`config.mk`:
```
export PLATFORM = sky130hd
export DESIGN_NAME = lsu_ctrl
export DESIGN_NICKNAME = d
export VERILOG_FILES = /design/src/rtl/lsu_ctrl.sv
export SDC_FILE = /design/constraint.sdc
export NUM_CORES = 1
export LEC_CHECK = 0
export BUFFER_PORTS_ARGS = -buffer_cell sky130_fd_sc_hd__buf_2
export CAP_MARGIN = 5
export CORE_MARGIN = 8
export CORE_UTILIZATION = 50
export CTS_BUF_LIST = sky130_fd_sc_hd__clkbuf_8
export DETAILED_ROUTE_END_ITERATION = 6
export PLACE_DENSITY = 0.88
export SETUP_SLACK_MARGIN = 0.05
export SLEW_MARGIN = 20
export SYNTH_ARGS = -nofsm -noshare
export SYNTH_HDL_FRONTEND = slang
export SYNTH_SLANG_ARGS = --single-unit
```
`constraint.sdc`:
```
create_clock -name CLK -period 3.9 [get_ports CLK]
set_input_delay 0.39 -clock CLK [delete_from_list [all_inputs] [get_ports CLK]]
set_output_delay 0.39 -clock CLK [all_outputs]
set_load 0.01 [all_outputs]
```
`src/rtl/lsu_ctrl.sv`:
```
// Load/store controller between the MEM stage and a word-only data memory; sub-word stores use read-modify-write.
// Define LSU_BIG_ENDIAN_EN for big-endian byte/halfword lane mapping (little-endian otherwise).
module lsu_ctrl #(
    parameter int DMEM_WORDS = 1024
) (
    input  logic        CLK,
    input  logic        RST,
    input  logic        req_valid,
    input  logic        req_we,
    input  logic [1:0]  req_size,
    input  logic        req_unsigned,
    input  logic [31:0] req_addr,
    input  logic [31:0] req_wdata,
    output logic        req_ready,
    output logic        resp_valid,
    output logic [31:0] resp_rdata,
    output logic        req_err,
    output logic        dm_we,
    output logic [31:0] dm_adr,
    output logic [31:0] dm_wdata,
    input  logic [31:0] dm_rdata
);

    typedef enum logic [1:0] {
        IDLE      = 2'b00,
        LOAD_WAIT = 2'b01,
        RMW_WRITE = 2'b10
    } state_t;

    localparam logic [1:0]  SZ_BYTE = 2'b00;
    localparam logic [1:0]  SZ_HALF = 2'b01;
    localparam logic [1:0]  SZ_WORD = 2'b10;
    localparam logic [30:0] WORDS_L = 31'(DMEM_WORDS);

    function automatic logic [4:0] lane_shift(input logic [1:0] size, input logic [1:0] off);
        logic [1:0] boff;
`ifdef LSU_BIG_ENDIAN_EN
        boff = ~off;
`else
        boff = off;
`endif
        case (size)
            SZ_BYTE: return {boff, 3'b000};
            SZ_HALF: return {boff[1], 4'b0000};
            default: return 5'd0;
        endcase
    endfunction

    function automatic logic [31:0] lane_extract(input logic [31:0] word, input logic [1:0] size,
                                                 input logic uns, input logic [4:0] shift);
        logic [31:0] s;
        s = word >> shift;
        case (size)
            SZ_BYTE: return {{24{~uns & s[7]}}, s[7:0]};
            SZ_HALF: return {{16{~uns & s[15]}}, s[15:0]};
            default: return word;
        endcase
    endfunction

    function automatic logic [31:0] lane_merge(input logic [31:0] old_w, input logic [31:0] new_w,
                                               input logic [1:0] size, input logic [4:0] shift);
        logic [31:0] mask;
        case (size)
            SZ_BYTE: mask = 32'h0000_00FF;
            SZ_HALF: mask = 32'h0000_FFFF;
            default: mask = 32'hFFFF_FFFF;
        endcase
        return (old_w & ~(mask << shift)) | ((new_w & mask) << shift);
    endfunction

    state_t      state_q, state_d;
    logic [31:0] addr_q, addr_d;
    logic [1:0]  size_q, size_d;
    logic        uns_q, uns_d;
    logic [31:0] wdata_q, wdata_d;
    logic        resp_valid_q, resp_valid_d;
    logic [31:0] resp_rdata_q, resp_rdata_d;
    logic        err_q, err_d;

    logic        accept_s;
    logic        bad_s;
    logic        dm_we_s;
    logic [31:0] dm_adr_s;
    logic [31:0] dm_wdata_s;
    logic [4:0]  shift_s;

    assign req_ready = (state_q == IDLE) & ~RST;
    assign accept_s  = req_valid & req_ready;
    assign shift_s   = lane_shift(size_q, addr_q[1:0]);

    assign bad_s = (req_size == 2'b11)
                 | ((req_size == SZ_HALF) & req_addr[0])
                 | ((req_size == SZ_WORD) & (req_addr[1:0] != 2'b00))
                 | ({1'b0, req_addr[31:2]} >= WORDS_L);

    // Next-state, held-request capture and memory-side drive
    always_comb begin
        state_d      = state_q;
        addr_d       = addr_q;
        size_d       = size_q;
        uns_d        = uns_q;
        wdata_d      = wdata_q;
        resp_valid_d = 1'b0;
        resp_rdata_d = resp_rdata_q;
        err_d        = 1'b0;
        dm_we_s      = 1'b0;
        dm_adr_s     = {addr_q[31:2], 2'b00};
        dm_wdata_s   = wdata_q;
        case (state_q)
            IDLE: begin
                dm_adr_s   = {req_addr[31:2], 2'b00};
                dm_wdata_s = req_wdata;
                if (accept_s) begin
                    if (bad_s) begin
                        err_d = 1'b1;
                    end else if (req_we && (req_size == SZ_WORD)) begin
                        dm_we_s = 1'b1;
                    end else begin
                        addr_d  = req_addr;
                        size_d  = req_size;
                        uns_d   = req_unsigned;
                        wdata_d = req_wdata;
                        state_d = req_we ? RMW_WRITE : LOAD_WAIT;
                    end
                end else begin
                    state_d = IDLE;
                end
            end
            LOAD_WAIT: begin
                resp_valid_d = 1'b1;
                resp_rdata_d = lane_extract(dm_rdata, size_q, uns_q, shift_s);
                state_d      = IDLE;
            end
            RMW_WRITE: begin
                dm_we_s    = 1'b1;
                dm_wdata_s = lane_merge(dm_rdata, wdata_q, size_q, shift_s);
                state_d    = IDLE;
            end
            default: begin
                state_d = IDLE;
            end
        endcase
    end

    // A reset arriving mid-RMW must suppress the pending write at once
    assign dm_we      = dm_we_s & ~RST;
    assign dm_adr     = dm_adr_s;
    assign dm_wdata   = dm_wdata_s;
    assign resp_valid = resp_valid_q;
    assign resp_rdata = resp_rdata_q;
    assign req_err    = err_q;

    // State, held request and registered response
    always_ff @(posedge CLK or posedge RST) begin
        if (RST) begin
            state_q      <= IDLE;
            addr_q       <= 32'h0000_0000;
            size_q       <= 2'b00;
            uns_q        <= 1'b0;
            wdata_q      <= 32'h0000_0000;
            resp_valid_q <= 1'b0;
            resp_rdata_q <= 32'h0000_0000;
            err_q        <= 1'b0;
        end else begin
            state_q      <= state_d;
            addr_q       <= addr_d;
            size_q       <= size_d;
            uns_q        <= uns_d;
            wdata_q      <= wdata_d;
            resp_valid_q <= resp_valid_d;
            resp_rdata_q <= resp_rdata_d;
            err_q        <= err_d;
        end
    end

endmodule

```
# Word level (Yosys, flattened, before mapping)
# Index checks and enable logic that the tools add are counted.
word_totals:
  wordCells: 63
  inputBits: 103
  ff_bits: 103
  out_inout_bits: 100
classes:
  n_eq_ne: 8
  magnitude_cmp: 1
  n_bitwise: 18
  mux: 19
  shifts: 3
  n_reduce_logical: 6
ops:
  columns: ["operator", "n"]
  rows:
  - ["32-bit one-hot mux with 2 select lines", 3]
  - ["32-bit bitwise AND", 2]
  - ["32-bit two-way mux", 2]
  - ["32-bit by 5-bit left shift with 32-bit output", 2]
  - ["32-bit inverter", 1]
  - ["32-bit OR", 1]
  - ["32-bit by 5-bit >> shifter with 16-bit output", 1]
  - ["30-bit by 11-bit >= comparator with 1-bit output, second input constant", 1]
  - ["2-bit two-way mux", 5]
  - ["5-bit one-hot mux with 2 select lines", 1]
  - ["1-bit bitwise AND", 7]
  - ["1-bit two-way mux", 7]
  - ["2-bit by 1-bit == test with 1-bit output, second input constant", 3]
  - ["2-bit == test, second input constant", 3]
  - ["3-bit != test, second input constant", 2]
  - ["2-bit logical NOT", 2]
  - ["1-bit inverter", 4]
  - ["4-bit AND reduction", 1]
  - ["1-bit OR", 3]
  - ["1-bit one-hot mux with 2 select lines", 1]
  - ["2-bit AND reduction", 1]
  - ["2-bit nonzero test", 1]
  - ["1-bit logical AND", 1]

# Depth between registers and ports, before layout
# Gate-level depths: netlist of run 1.
logic_depth:
  ltp_word: 9
  mapped_depth: 8
  depth_no_buf: 6

# Worst setup path before layout of run 1
# OpenSTA, ideal clock, no wires.
synth_timing:
  kind: "reg2out"
  startpoint: "reg addr_q[1]"
  endpoint: "out dm_wdata[24]"
  required_ps: 3510
  arrival_ps: 1578
  path_buffers: 1
  setup_slack_ps: 1932
  path_stages_with_launch: 6
  cell_sequence: "dfrtp_1 -> clkbuf_1 -> nor2b_1 -> nor2_1 -> a221oi_1 -> o31ai_1"
synth_via:
  elab_chain_len: 6
  word_cells_on_any_way: 7
  classes_between: "shift: 2; mux: 2; bitwise: 3"
synth_lines:
  columns: ["item", "line_no", "source"]
  rows:
  - ["start, declared", "72", "logic [31:0] addr_q, addr_d;"]
  - ["start signal, assigned", "166", "addr_q <= addr_d;"]
  - ["5-bit one-hot mux with 2 select lines *", "42", "case (size)"]
  - ["32-bit by 5-bit left shift with 32-bit output", "68", "return (old_w & ~(mask << shift)) | ((new_w & mask) << shift);"]
  - ["32-bit inverter", "68", null]
  - ["32-bit bitwise AND", "68", null]
  - ["32-bit OR *", "68", null]
  - ["32-bit one-hot mux with 2 select lines *", "109", "case (state_q)"]
  - ["end, declared", "20", "output logic [31:0] dm_wdata,"]
# Every way passes the cells marked *; elsewhere a longest branch is shown, timed or not.

# Final worst setup path of run 1
layout_timing:
  startpoint: "reg addr_q[0]"
  endpoint: "out dm_wdata[3]"
# The elaborated chain is that of the path after synthesis.

==> flow_metrics.py, run 1 <==
metrics = {
    "setup_path": {
        "path_class": "flop to output pin",
        "cpMaxStageDelayCell": "a21oi_1",
        "setup.worst_path.end_class": "output pin",
        "crit_buf_inv": 1,
        "required_ps": 3510,
        "critical-path-top-delay-family": "compound AO/OA/AOI/OAI gates",
        "crit_chain": "nor2b_1, o21ai_2, a21oi_1, o22ai_1, buf_2",
        "cp-start-kind": "flop",
        "crit_fanout": 21,
        "slowest_delay_ps": 860,
        "worstPathArrival_ps": 3200,
    },
    "detailed_routing": {
        "drt-pass1-iter-count": 5,
        "drt_wl_total_um": 20000,
        "wl_per_cell_um": 20.7,
        "drt_iter0_drc": 660,
        "drt.antenna.violating_nets": 0,
        "drcViolationCount": 0,
        "via_per_inst": 6.05,
        "vias": 5846,
    },
    "die": {
        "die_height_um": 125,
        "io_pins": 203,
        "core_sq_um": 11500,
        "die_w_um": 125,
        "rows": 39,
        "start_util_pct": 51.6,
        "die-area_sq_um": 15600,
    },
    "place": {
        "place_inst": 950,
        "gp_congestion": 0.907,
        "post-dp-hpwl_um": 15200,
        "port_buffers": 200,
    },
    "power": {
        "p_per_area_nw_per_um2": 278,
        "p_leak_nw": 3.57,
        "swShare_pct": 26.9,
        "pwr-share-clk_pct": 32.7,
        "pwr-share-comb_pct": 12.9,
        "total_power_mw": 1.99,
        "seq_power_share_pct": 54.4,
        "ir_drop_mv": 0.168,
        "p_int_mw": 1.45,
        "p_sw_mw": 0.535,
    },
    "timing": {
        "period_needed_ps": 3590,
        "setup_viol": 0,
        "fmaxAchievable_ghz": 0.278,
        "finalCritPeriodShare_pct": 92.1,
        "slew_viol_final": 0,
        "relSlewSlack_pct": 31.5,
        "hold_viol_final": 0,
        "finClkSkew_ps": 14.6,
        "rsz0062_at_grt": "no",
        "tightest_slew_ps": 1030,
        "setup_tns_ps": 0,
    },
    "min_path": {
        "hold_path.class": "input pin to async pin",
    },
    "global_route": {
        "antenna_found_initial": 1,
        "grt_overflow": 0,
        "grt_pass1_wl_um": 32100,
        "grt_usage_pct": 25.2,
        "grt_max_degree": 89,
        "grt_pass1_vias": 5834,
    },
    "final_layout": {
        "areaGrowthSynthToFinish_pct": 20.8,
        "fill_cells": 979,
        "final_cells": 966,
        "final_util_pct": 62.3,
        "nNetsFinal": 921,
        "drive_gt1_share_pct": 34.8,
    },
    "clock_tree": {
        "cts_hold_buf": 0,
        "cts_tree": "done",
        "h-tree-depth": 3,
        "post-cts-setup-buffers": 0,
        "clk_latency_ps": 370,
        "cts_buffer_depth": 2,
        "cts_resized": 0,
        "clock_sinks": 103,
        "numCtsBuffers": 9,
        "path_clk_slew_ps": 90,
        "cts_root_buf": "clkbuf_8",
    },
    "logic_synthesis": {
        "yosys_warnings": 0,
        "async_flop_share_pct": 100,
        "yosysSeqAreaShare_pct": 43.6,
        "synthTopCellsByCount": "dfrtp_1 (103), nand2_1 (88), a21oi_1 (60), nor2_1 (59), mux2_2 (49)",
        "synth_ff_type": "dfrtp_1",
        "yosys-top-cells-area": "dfrtp_1 (44%), mux2_2 (9.3%), nand2_1 (5.6%)",
        "yosysTopAreaCell": "dfrtp_1",
        "yosysUniqueCellTypes": 42,
        "synthCells": 643,
        "syn_area_sq_um": 5920,
        "yosysTopAreaCellShare_pct": 43.6,
        "yosysMostFrequentCell": "dfrtp_1",
        "synth_edf_count": 0,
        "synth_area_per_cell_sq_um": 9.20,
        "synth_seq_cells": 103,
    },
    "flow_run": {
        "timing.max_cap.violations": 0,
    },
    "status": {
        "status": "complete, no violations",
    },
}
-- sequential cells by signal, indices dropped and copies added (netlist names) --
name / cells
addr_q: 32
req_err: 1
resp_rdata: 32
resp_valid: 1
size_q: 2
state_q: 2
uns_q: 1
wdata_q: 32
-- through the flow --
step                cell area, sq um  setup slack, ps  hold WS [ps]
finish                          7150              309           186
floorplan                       5920              806           456
global placement                6960              789           457
detailed placement              6960              807           465
global route                    7150              129           198
CTS                             7140              405           195
-- routing by layer --
metal | global-route usage, % | vias to the layer above | wire length (um)
met1 | 31.6 | 2772 | 7760
met2 | 40.6 | 361 | 9540
met4 | 8.86 | 2 | 505
met3 | 7.23 | 53 | 2180
li1 | - | 2658 | -
met5 | 0 | - | 8
-- placed cells by master (no fill, tap or decap), drive strengths merged --
master	count
a21o	1
a21oi	60
a221oi	15
a311oi	1
a31oi	9
and3	7
and3b	1
buf	213
clkbuf	11
clkinv	4
clkinvlp	1
conb	2
dfrtp	103
diode	1
inv	11
mux2	69
mux2i	9
nand2	89
nand2b	3
nand3	12
nand4	2
nand4bb	1
nor2	59
nor2b	32
nor3	4
nor4	7
o21a	7
o21ai	40
o21bai	1
o221ai	16
o22a	15
o22ai	8
o31ai	8
o32ai	1
-- power by group through the flow --
stage / sequential, mW / clock (mW) / combinational [mW]
6_report: 1.08 / 0.649 / 0.256
5_1_grt: 1.08 / 0.697 / 0.279
4_1_cts: 1.08 / 0.650 / 0.256
3_5_place_dp: 1.10 / 0 / 0.255
3_3_place_gp: 1.10 / 0 / 0.250
2_1_floorplan: 1.11 / 0 / 0.105
-- kinds of logic (layout without fill, tap and decap cells) --
group	Yosys count	after routing	synth area share (%)
AND/OR/NAND/NOR	217	217	17.0
AO/OA/AOI/OAI	182	182	19.9
flip-flops	103	103	43.6
multiplexers	78	78	14.7
buffers and inverters	62	240	4.88
other	1	3	0.0634
-- cell type report --
cell class | instances | area [sq um] | area share [%]
repair buffers | 213 | 1100 | 15.4
diodes | 1 | 2.50 | 0.0350
clock inverters | 4 | 30.0 | 0.420
inverters | 12 | 50.0 | 0.700
clock buffers | 11 | 151 | 2.12
well taps | 143 | 179 | 2.50
flip-flops and latches | 103 | 2580 | 36.1
multi-input cells | 479 | 3060 | 42.8
-- worst paths after layout --
kind / slack [ps] / end / cells after the start / startpoint
worst min-delay path: 190 / addr_q[17] / 2 / RST
worst max register to register: 1040 / resp_rdata[24] / 5 / addr_q[0]
worst min register to register: 490 / resp_rdata[7] / 2 / resp_rdata[7]
worst max-delay path: 310 / dm_wdata[3] / 5 / addr_q[0]
min in group CLK: 200 / state_q[0] / 2 / req_we
max in group asynchronous: 3010 / addr_q[18] / 3 / RST
Note: power is estimated with default switching activity, not from simulation.
==> run 2: changes to the inputs <==
Settings changed: ABC_AREA set to 1, PLACE_DENSITY 0.88 to 0.87.
==> run 2 against run 1 <==
Synthesized area increased by 2.3%. Flip-flop and latch count did not move. Critical path type unchanged. Via count increased by 7.3%. Highest routed layer is now met4. Clock power is 22% higher. Critical endpoint is now dm_wdata[5]. Cell area grew 1.7%. Die area up 2.0%.
==> flow_metrics.py, run 2 <==
metrics = {
    "status": {
        "status": "complete, no violations",
    },
    "place": {
        "gp_congestion": 0.924,
        "post-dp-hpwl_um": 14400,
        "port_buffers": 200,
        "place_ws_ps": 1160,
        "placed_cell_area_sq_um": 7030,
        "place_inst": 1173,
    },
    "timing": {
        "finalCritPeriodShare_pct": 82.3,
        "worst_slack_ps": 690,
        "relSlewSlack_pct": 38.6,
        "period_needed_ps": 3210,
        "slew_viol_final": 0,
        "tightest_slew_ps": 920,
        "rsz0062_at_grt": "no",
        "setup_viol": 0,
        "hold_viol_final": 0,
        "finClkSkew_ps": 15.3,
        "fmaxAchievable_ghz": 0.312,
        "setup_tns_ps": 0,
    },
    "detailed_routing": {
        "via_per_inst": 5.28,
        "drcViolationCount": 0,
        "drt-pass1-iter-count": 5,
        "drt_wl_total_um": 19000,
        "wl_per_cell_um": 15.9,
        "drt_iter0_drc": 606,
        "drt.antenna.violating_nets": 0,
        "vias": 6274,
    },
    "global_route": {
        "grt_pass1_wl_um": 30500,
        "grt_usage_pct": 23.6,
        "antenna_found_initial": 0,
        "grt_overflow": 0,
        "grt_pass1_vias": 5996,
        "grt_max_degree": 70,
    },
    "setup_path": {
        "required_ps": 3510,
        "cpMaxStageDelayCell": "inv_1",
        "reg2reg_slack_ps": 1400,
        "slowest_delay_ps": 540,
        "setup.worst_path.end_class": "output pin",
        "r2r_start": "state_q[0]",
        "worstPathArrival_ps": 2820,
        "path_class": "flop to output pin",
        "cp-start-kind": "flop",
        "crit_fanout": 23,
        "cp_common_cell": "nand2_1",
        "crit_chain": "buf_4, nor2_4, nand2_2, nand2_1, inv_1, nand2_1, o211ai_1, o221ai_1, buf_2",
        "critical-path-top-delay-family": "buffers and inverters",
        "crit_buf_inv": 3,
        "rr_worst_depth": 8,
        "worst_r2r_endpoint": "resp_rdata[17]",
    },
    "final_layout": {
        "areaGrowthSynthToFinish_pct": 20.1,
        "drive_gt1_share_pct": 24.8,
        "fin_area_sq_um": 7270,
        "final_common_cell": "nand2_1",
        "most-common-layout-cells": "nand2_1 (318), buf_2 (200), inv_1 (110), dfrtp_1 (103), o21ai_0 (60)",
        "fill_cells": 1130,
        "antennaDiodeCount": 0,
        "final_cells": 1189,
        "nNetsFinal": 1140,
    },
    "logic_synthesis": {
        "yosys-top-cells-area": "dfrtp_1 (43%), nand2_1 (20%), inv_1 (6.8%)",
        "yosysMostFrequentCell": "nand2_1",
        "synthTopCellsByCount": "nand2_1 (319), inv_1 (109), dfrtp_1 (103), o21ai_0 (60), nand3_1 (44)",
        "synth_ff_type": "dfrtp_1",
        "synth_area_per_cell_sq_um": 6.98,
        "yosysUniqueCellTypes": 33,
        "syn_area_sq_um": 6050,
        "synth_edf_count": 0,
        "yosysTopAreaCellShare_pct": 42.6,
        "yosysTopAreaCell": "dfrtp_1",
        "async_flop_share_pct": 100,
        "yosysSeqAreaShare_pct": 42.6,
        "yosys_warnings": 0,
        "synthCells": 867,
        "synth_seq_cells": 103,
    },
    "min_path": {
        "hold_path.class": "input pin to async pin",
    },
    "clock_tree": {
        "clock_sinks": 103,
        "numCtsBuffers": 9,
        "cts_hold_buf": 0,
        "clk_latency_ps": 380,
        "cts_root_buf": "clkbuf_8",
        "h-tree-depth": 3,
        "path_clk_slew_ps": 110,
        "cts_buffer_depth": 2,
        "post-cts-setup-buffers": 0,
        "cts_resized": 0,
        "cts_tree": "done",
    },
    "power": {
        "total_power_mw": 2.10,
        "p_per_area_nw_per_um2": 288,
        "ir_drop_mv": 0.214,
        "p_leak_nw": 4.11,
    },
    "die": {
        "die-area_sq_um": 15900,
        "rows": 40,
        "die_height_um": 126,
        "start_util_pct": 50.8,
        "die_w_um": 126,
        "core_sq_um": 11900,
        "io_pins": 203,
    },
    "flow_run": {
        "timing.max_cap.violations": 0,
    },
}
## run 2: worst reg2reg max path, delay by kind of cell, from the launching register on
family / cells / cell delay [ps]
buf+inv: 4 / 1000
flops: 1 / 700
compound gates: 1 / 360
simple gates: 3 / 340
## run 2: where the power goes
group | total [mW] | switching [mW] | internal, mW
clock | 0.794 | 0.371 | 0.423
combinational | 0.233 | 0.141 | 0.0926
sequential | 1.07 | 0.0000996 | 1.07
## run 2: cell type report
type / instances / area, sq um / share of cell area [%]
multi-input combinational: 601 / 2780 / 38.2
sequential: 103 / 2580 / 35.5
timing repair buffer: 208 / 1060 / 14.6
inverter: 114 / 433 / 5.96
tap: 147 / 184 / 2.53
clock buffer: 9 / 124 / 1.70
clock inverter: 7 / 114 / 1.57
## run 2: metal layers
| metal | part of all wire (%) | track usage, % | up-vias |
|---|---|---|---|
| li1 | - | - | 3071 |
| met1 | 42 | 30.2 | 2867 |
| met2 | 47 | 36.9 | 288 |
| met3 | 8.7 | 6.33 | 48 |
| met4 | 2.9 | 10.2 | 0 |
| met5 | 0 | 0 | - |
## run 2: worst max-delay path by stage
| stage | startpoint | endpoint | slack, ps | cells past startpoint |
|---|---|---|---|---|
| after detailed placement | size_q[1] | dm_wdata[5] | 1160 | 8 |
| after CTS | size_q[1] | dm_wdata[5] | 710 | 8 |
| final | size_q[1] | dm_wdata[5] | 690 | 9 |
| after floorplan | RST | dm_we | 90 | 7 |
| after global placement | size_q[1] | dm_wdata[4] | 1270 | 8 |
| after global routing | size_q[1] | dm_wdata[2] | 510 | 9 |
## run 2: cells by family (layout without fill, tap and decap cells)
group / after synthesis / in the layout / share of synthesized area (%)
compound gates: 164 / 164 / 15.9
buf+inv: 164 / 338 / 11.8
flops: 103 / 103 / 42.6
other cells: 1 / 2 / 0.0620
simple gates: 435 / 435 / 29.6
## run 2: metrics by stage
| stage | hold slack (ps) | utilization (%) |
|---|---|---|
| after global placement | 461 | 59.0 |
| after floorplan | 449 | - |
| after global routing | 97.7 | 61.0 |
| after detailed placement | 463 | 59.0 |
| after CTS | 65.5 | 61.0 |
| final | 53.3 | 61.0 |
